File: src/rtl/cam_ctrl_pkg.sv
// Shared definitions for the CAM allocation controller: FSM states and entry layout.
package cam_ctrl_pkg;

   typedef enum logic [2:0] {
      S_IDLE,
      S_LOOKUP,
      S_WRITE,
      S_INV,
      S_FLUSH,
      S_RESP
   } cam_state_e;

   // A CAM entry is {valid, key}; the valid flag sits just above the key bits.
   function automatic int valid_bit(input int key_w);
      return key_w;
   endfunction

endpackage

File: src/rtl/cam_free_enc.sv
// Lowest-index free-entry finder: returns the first zero in the valid vector.
module cam_free_enc #(
   parameter int DEPTH = 64,
   parameter int ADDR  = $clog2(DEPTH)
) (
   input  logic [DEPTH-1:0] valid_i,
   output logic [ADDR-1:0]  idx_o,
   output logic             found_o
);

   always_comb begin
      idx_o   = '0;
      found_o = 1'b0;
      // Scan downward so the lowest free index wins.
      for (int i = DEPTH - 1; i >= 0; i--) begin
         if (!valid_i[i]) begin
            idx_o   = ADDR'(i);
            found_o = 1'b1;
         end
      end
   end

endmodule

File: src/rtl/cam_alloc_ctrl.sv
// CAM lookup/allocate controller: lookup with insert-on-miss, invalidate, flush, round-robin eviction.
module cam_alloc_ctrl
   import cam_ctrl_pkg::*;
#(
   parameter int KEY   = 15,
   parameter int DEPTH = 64,
   parameter int ADDR  = $clog2(DEPTH)
) (
   input  logic            clk,
   input  logic            reset,
   input  logic            flush,
   input  logic            inv_valid,
   output logic            inv_ready,
   input  logic [ADDR-1:0] inv_idx,
   input  logic            req_valid,
   output logic            req_ready,
   input  logic [KEY-1:0]  req_key,
   input  logic            req_insert,
   output logic            resp_valid,
   input  logic            resp_ready,
   output logic            resp_hit,
   output logic            resp_new,
   output logic            resp_evict,
   output logic            resp_multi,
   output logic [ADDR-1:0] resp_idx,
   output logic [ADDR:0]   count,
   output logic            full,
   output logic            cam_re,
   output logic [KEY:0]    cam_rd,
   output logic [KEY:0]    cam_rm,
   input  logic            cam_match,
   input  logic            cam_multi,
   input  logic [ADDR-1:0] cam_raddr,
   output logic            cam_we,
   output logic [KEY:0]    cam_wd,
   output logic [KEY:0]    cam_wm,
   output logic [ADDR-1:0] cam_waddr
);

   localparam int VB = valid_bit(KEY);

   cam_state_e       state_q, state_d;
   logic [KEY-1:0]   key_q, key_d;
   logic             ins_q, ins_d;
   logic [ADDR-1:0]  idx_q, idx_d;
   logic             hit_q, hit_d, new_q, new_d, evict_q, evict_d, multi_q, multi_d;
   logic [DEPTH-1:0] valid_q, valid_d;
   logic [ADDR:0]    count_q, count_d;
   logic [ADDR-1:0]  rr_q, rr_d;
   logic [ADDR-1:0]  fcnt_q, fcnt_d;
   logic [ADDR-1:0]  free_idx;
   logic             free_found;

   cam_free_enc #(.DEPTH(DEPTH), .ADDR(ADDR)) u_free (
      .valid_i (valid_q),
      .idx_o   (free_idx),
      .found_o (free_found)
   );

   always_ff @(posedge clk) begin
      if (reset) begin
         state_q <= S_IDLE;
         key_q   <= '0;
         ins_q   <= 1'b0;
         idx_q   <= '0;
         hit_q   <= 1'b0;
         new_q   <= 1'b0;
         evict_q <= 1'b0;
         multi_q <= 1'b0;
         valid_q <= '0;
         count_q <= '0;
         rr_q    <= '0;
         fcnt_q  <= '0;
      end else begin
         state_q <= state_d;
         key_q   <= key_d;
         ins_q   <= ins_d;
         idx_q   <= idx_d;
         hit_q   <= hit_d;
         new_q   <= new_d;
         evict_q <= evict_d;
         multi_q <= multi_d;
         valid_q <= valid_d;
         count_q <= count_d;
         rr_q    <= rr_d;
         fcnt_q  <= fcnt_d;
      end
   end

   always_comb begin
      state_d   = state_q;
      key_d     = key_q;
      ins_d     = ins_q;
      idx_d     = idx_q;
      hit_d     = hit_q;
      new_d     = new_q;
      evict_d   = evict_q;
      multi_d   = multi_q;
      valid_d   = valid_q;
      count_d   = count_q;
      rr_d      = rr_q;
      fcnt_d    = fcnt_q;
      req_ready = 1'b0;
      inv_ready = 1'b0;
      cam_re    = 1'b0;
      cam_rd    = '0;
      cam_rm    = '0;
      cam_we    = 1'b0;
      cam_wd    = '0;
      cam_wm    = '0;
      cam_waddr = '0;
      case (state_q)
         S_IDLE: begin
            inv_ready = !flush;
            req_ready = !flush && !inv_valid;
            if (flush) begin
               fcnt_d  = '0;
               state_d = S_FLUSH;
            end else if (inv_valid) begin
               idx_d   = inv_idx;
               state_d = S_INV;
            end else if (req_valid) begin
               key_d   = req_key;
               ins_d   = req_insert;
               state_d = S_LOOKUP;
            end
         end
         S_LOOKUP: begin
            cam_re             = 1'b1;
            cam_rd[VB]         = 1'b1;
            cam_rd[KEY-1:0]    = key_q;
            hit_d   = 1'b0;
            new_d   = 1'b0;
            evict_d = 1'b0;
            multi_d = 1'b0;
            if (cam_match) begin
               hit_d   = 1'b1;
               idx_d   = cam_raddr;
               multi_d = cam_multi;
               state_d = S_RESP;
            end else if (ins_q) begin
               // No free slot means the round-robin victim is overwritten.
               idx_d   = free_found ? free_idx : rr_q;
               evict_d = !free_found;
               state_d = S_WRITE;
            end else begin
               state_d = S_RESP;
            end
         end
         S_WRITE: begin
            cam_we          = 1'b1;
            cam_waddr       = idx_q;
            cam_wd[VB]      = 1'b1;
            cam_wd[KEY-1:0] = key_q;
            valid_d[idx_q]  = 1'b1;
            new_d           = 1'b1;
            if (evict_q) rr_d = (rr_q == ADDR'(DEPTH - 1)) ? '0 : rr_q + ADDR'(1);
            else         count_d = count_q + (ADDR+1)'(1);
            state_d = S_RESP;
         end
         S_INV: begin
            // Only the valid flag is cleared; key bits are masked as keep.
            cam_we          = 1'b1;
            cam_waddr       = idx_q;
            cam_wm[KEY-1:0] = '1;
            if (valid_q[idx_q]) count_d = count_q - (ADDR+1)'(1);
            valid_d[idx_q] = 1'b0;
            state_d = S_IDLE;
         end
         S_FLUSH: begin
            cam_we    = 1'b1;
            cam_waddr = fcnt_q;
            if (fcnt_q == ADDR'(DEPTH - 1)) begin
               valid_d = '0;
               count_d = '0;
               rr_d    = '0;
               state_d = S_IDLE;
            end else begin
               fcnt_d = fcnt_q + ADDR'(1);
            end
         end
         S_RESP: begin
            if (resp_ready) state_d = S_IDLE;
         end
         default: state_d = S_IDLE;
      endcase
   end

   assign resp_valid = (state_q == S_RESP);
   assign resp_hit   = resp_valid & hit_q;
   assign resp_new   = resp_valid & new_q;
   assign resp_evict = resp_valid & evict_q;
   assign resp_multi = resp_valid & multi_q;
   assign resp_idx   = resp_valid ? idx_q : '0;
   assign count      = count_q;
   assign full       = (count_q == (ADDR+1)'(DEPTH));

endmodule

File: config.mk
export PLATFORM = sky130hd
export DESIGN_NAME = cam_alloc_ctrl
export DESIGN_NICKNAME = d
export VERILOG_FILES = /design/src/rtl/cam_ctrl_pkg.sv /design/src/rtl/cam_free_enc.sv /design/src/rtl/cam_alloc_ctrl.sv
export SDC_FILE = /design/constraint.sdc
export NUM_CORES = 1
export LEC_CHECK = 0
export ABC_AREA = 0
export BUFFER_PORTS_ARGS = -buffer_cell sky130_fd_sc_hd__buf_2
export CAP_MARGIN = 20
export CORE_MARGIN = 2
export CORE_UTILIZATION = 46
export CTS_CLUSTER_SIZE = 24
export DETAILED_ROUTE_END_ITERATION = 16
export GPL_ROUTABILITY_DRIVEN = 0
export MAX_ROUTING_LAYER = met4
export PLACE_DENSITY = 0.68
export SYNTH_ARGS = -nofsm -noshare
export SYNTH_HDL_FRONTEND = slang
export SYNTH_SLANG_ARGS = --single-unit
File: constraint.sdc
create_clock -name clk -period 9 [get_ports clk]
set_clock_uncertainty 0.05 [all_clocks]
set_input_delay 1.35 -clock clk [delete_from_list [all_inputs] [get_ports clk]]
set_output_delay 1.35 -clock clk [all_outputs]
set_load 0.1 [all_outputs]
==> flow_results.org <==
** Critical path
- The worst register-to-register path begins at state_q[1].
- Number of cells traversed by the worst register-to-register path :: 11
- The setup path with the least slack is of type flop to output port.
- Dominant delay contributor by cell family on the critical path :: simple AND/OR/NAND/NOR gates
- Number of cells on the critical path :: 5
- In this run the worst setup path begins at state_q[0].
- Data on the critical path is required at its endpoint by 7600 ps.
- The worst setup path is captured at an output port.
- Arrival time of the worst setup path :: 3050 ps
- Walking the worst path, the cells encountered are nor2b_1 -> nand2b_1 -> inv_1 -> and2_1 -> buf_2.
- Of all nets on the critical path, the largest fanout is 24.
- Following the worst setup path forward leads to its endpoint at cam_rd[5].
- The slowest stage of the critical path is the nor2b_1 cell.
- In this design, the stage delay of the slowest critical-path cell is 560 ps.
- The worst setup path is launched from a flop.
- Critical path buffer and inverter count :: 2
- For flop-to-flop paths, the worst setup slack is 5390 ps.
- In this run the critical register-to-register path is captured at count[6].

** Logic synthesis
- Share of flip-flops with an asynchronous set or reset after synthesis :: 0%
- Netlist Area Pre-Place :: 7220 um2
- The cell count after synthesis came out at 929.
- The Yosys step of the flow raised 0 warnings.
- Synthesis-stage register bit count :: 112
- In this run, synthesis inferred 0 flip-flops with an integrated enable.
- Most frequent cell after synthesis :: a21oi_1
- Counting distinct cell types in the post-synthesis netlist gives 83.
- For this run, the leading register cell type out of synthesis is dfxtp_1.
- Yosys top cell area share :: 31.1%
- Portion of the post-synthesis area used by sequential elements :: 31.1%
- Average footprint of a synthesized cell :: 7.77 um2
- Cell accounting for the most synthesized area :: dfxtp_1
- Post-synth top cells :: a21oi_1 (114), dfxtp_1 (112), o21ai_0 (93)
- Cell types with the largest area share after synthesis :: dfxtp_1 (31%), a21oi_1 (7.9%), a211oi_1 (7.7%)

** CTS
- The clock reaches the later pin of the worst-skew pair after 370 ps.
- Post-CTS clock slew at the launch and capture registers of the worst setup and hold paths :: 90 ps
- Root buffer selected by CTS :: clkbuf_16
- Buffers inserted during clock tree synthesis total 9.
- Number of setup buffers added after CTS :: 0
- The clock passes through at most 2 buffers.
- CTS Sinks :: 112
- For this design, the CTS-stage hold fixing added 0 buffers.
- CTS tree :: yes
- CTS built an H-tree with a depth of 3.
- After clock tree synthesis, the repair step resized 0 gates.

** Timing
- The worst path in the final design needs a cycle of 4450 ps, including I/O delays and setup.
- Relative max-transition margin :: 23.2%
- Final TNS setup :: 0 ps
- Final count of negative-setup-slack endpoints :: 0
- The number of endpoints with negative hold slack in the final report was 0.
- On the final layout, the worst hold slack is 415 ps.
- Setup repair after global routing left no endpoint under its margin.
- Timing would allow up to 225 MHz.
- Transition time at the pin with the least slew margin :: 1150 ps
- The worst path uses 49.4% of the clock period.
- The max-slew violation count was 0.
- Worst Slack Setup Final :: 4550 ps

** Global routing
- Total global-route track usage :: 28.5%
- Antenna violations before repair :: 0
- First-pass GRT wire length :: 36200 um
- Via count of the first global-routing pass :: 6484
- Overflow left after global routing :: 0
- Largest net degree at the start of global routing :: 88

** Placement
- Cell area after placement :: 7560 um2
- The number of placed instances, taps included, is 1172.
- After legalization and detailed placement, the total HPWL measured 15100 um.
- Timing analysis after detailed placement gives a worst setup slack of 5000 ps.
- Buffers placed on the I/O ports in this run total 111.

** Layout
- Storage cell area :: 2240 um2
- The finished cells cover 7900 um2.
- At the end of the flow, the number of nets in the layout was 1016.
- Number of inserted diodes :: 0
- Synthesis-to-finish area growth :: 9.38%
- Ratio of cells with drive above 1 in the final layout :: 16.6%
- Layout filler cell count :: 1563
- Post-route insts no fill :: 1188
- Share of the core filled with cells in the final layout :: 51.7%
- Summing all multi-input logic gate instances after layout gives 4330 um2.

** Drt
- Detailed Route Iter0 Violations :: 840
- Via count :: 7337
- After detailed routing, the number of vias per cell comes to 6.18.
- In this run the remaining antenna-violating nets after routing total 0.
- Routed wire length :: 23200 um
- Final routed DRC violation total :: 0
- Initial DRT Pass Iterations :: 6
- After detailed routing, the average wire length per cell comes to 19.6 um.

** Floorplanning
- The floorplan step defined a die boundary enclosing 16700 um2.
- Initial core utilization :: 47.3%
- The region available for standard cell placement spans 15300 um2.
- The die is 129 um tall.
- Total I/O pin count :: 129
- Num rows :: 45
- Die boundary width :: 129 um

** Pwr
- Overall power consumption after layout is estimated at 1.38 mW.
- Pwr per Cell Area :: 175 nW/um2
- Leakage Power :: 2.77 nW
- Across the VDD grid, the largest voltage drop is 0.135 mV.

** Hold path
- Worst hold path type :: flop to flop

** Run status
- The flow ran to the end, and the final reports show no timing, DRC or antenna violations.

** Run
- Max-cap violations in this run came to 0.
[worst reg2reg max path, stage by stage, from the launching register on]
cell,delay [ps]
dfxtp_1,530
nor2b_1,400
nand2_1,210
inv_2,70
buf_4,570
ha_1,450
a21o_1,190
a21oi_1,200
o21ai_0,240
o221ai_1,250
nand2_1,80
a32o_1,260
[power breakdown]
| part | internal [mW] | switching [mW] | leakage, nW |
|---|---|---|---|
| Combinational | 0.0797 | 0.292 | 1.70 |
| Sequential | 0.511 | 0.0346 | 0.905 |
| Clock | 0.250 | 0.211 | 0.160 |
| Total | 0.842 | 0.537 | 2.77 |
[state kept, by name (all words and copies together) (netlist names), 3 cells and up]
register	cells
count	7
fcnt_q	6
idx_q	6
key_q	15
rr_q	6
state_q	3
valid_q	64
[area by class of cell]
cell class / count / share of cell area [%]
well taps: 211 / 3.34
inverters: 33 / 1.57
multi-input cells: 699 / 54.8
clock inverters: 7 / 1.36
flip-flops and latches: 112 / 28.4
clock buffers: 9 / 2.85
repair buffers: 117 / 7.64
[routing by layer]
layer  share of wire, %  vias up  global-route usage [%]
met5                  0        -                       -
met4                2.8        0                    9.85
met3                9.5       48                    6.28
met1                 43     3429                    38.4
met2                 44      390                    42.0
li1                   -     3470                       -
[placed cells by master (no fill, tap or decap), types with 14 or more instances in the layout]
cell type	count
nor2_1	41
nand3_1	14
nand4_1	30
dfxtp_1	112
conb_1	17
and2_1	38
o21ai_0	93
inv_1	31
a21oi_1	114
a211oi_1	74
nand2_1	78
buf_2	110
[worst min-delay path by stage]
stage / from / end / cells past startpoint / slack (ps)
finish: hit_q / hit_q / 2 / 410
global route: key_q[6] / key_q[6] / 2 / 440
CTS: multi_q / multi_q / 2 / 410
detailed placement: hit_q / hit_q / 2 / 400
global placement: hit_q / hit_q / 2 / 400
floorplan: multi_q / multi_q / 2 / 380
[cells by family after synthesis]
logic type      synth area share (%)
compound gates                  32.1
buf+inv                         9.97
xor+xnor                        1.58
flops                           31.1
mux                             2.88
other cells                   0.0520
simple gates                    20.9
fa+ha+maj                       1.49
(Power assumes the default switching activity.)
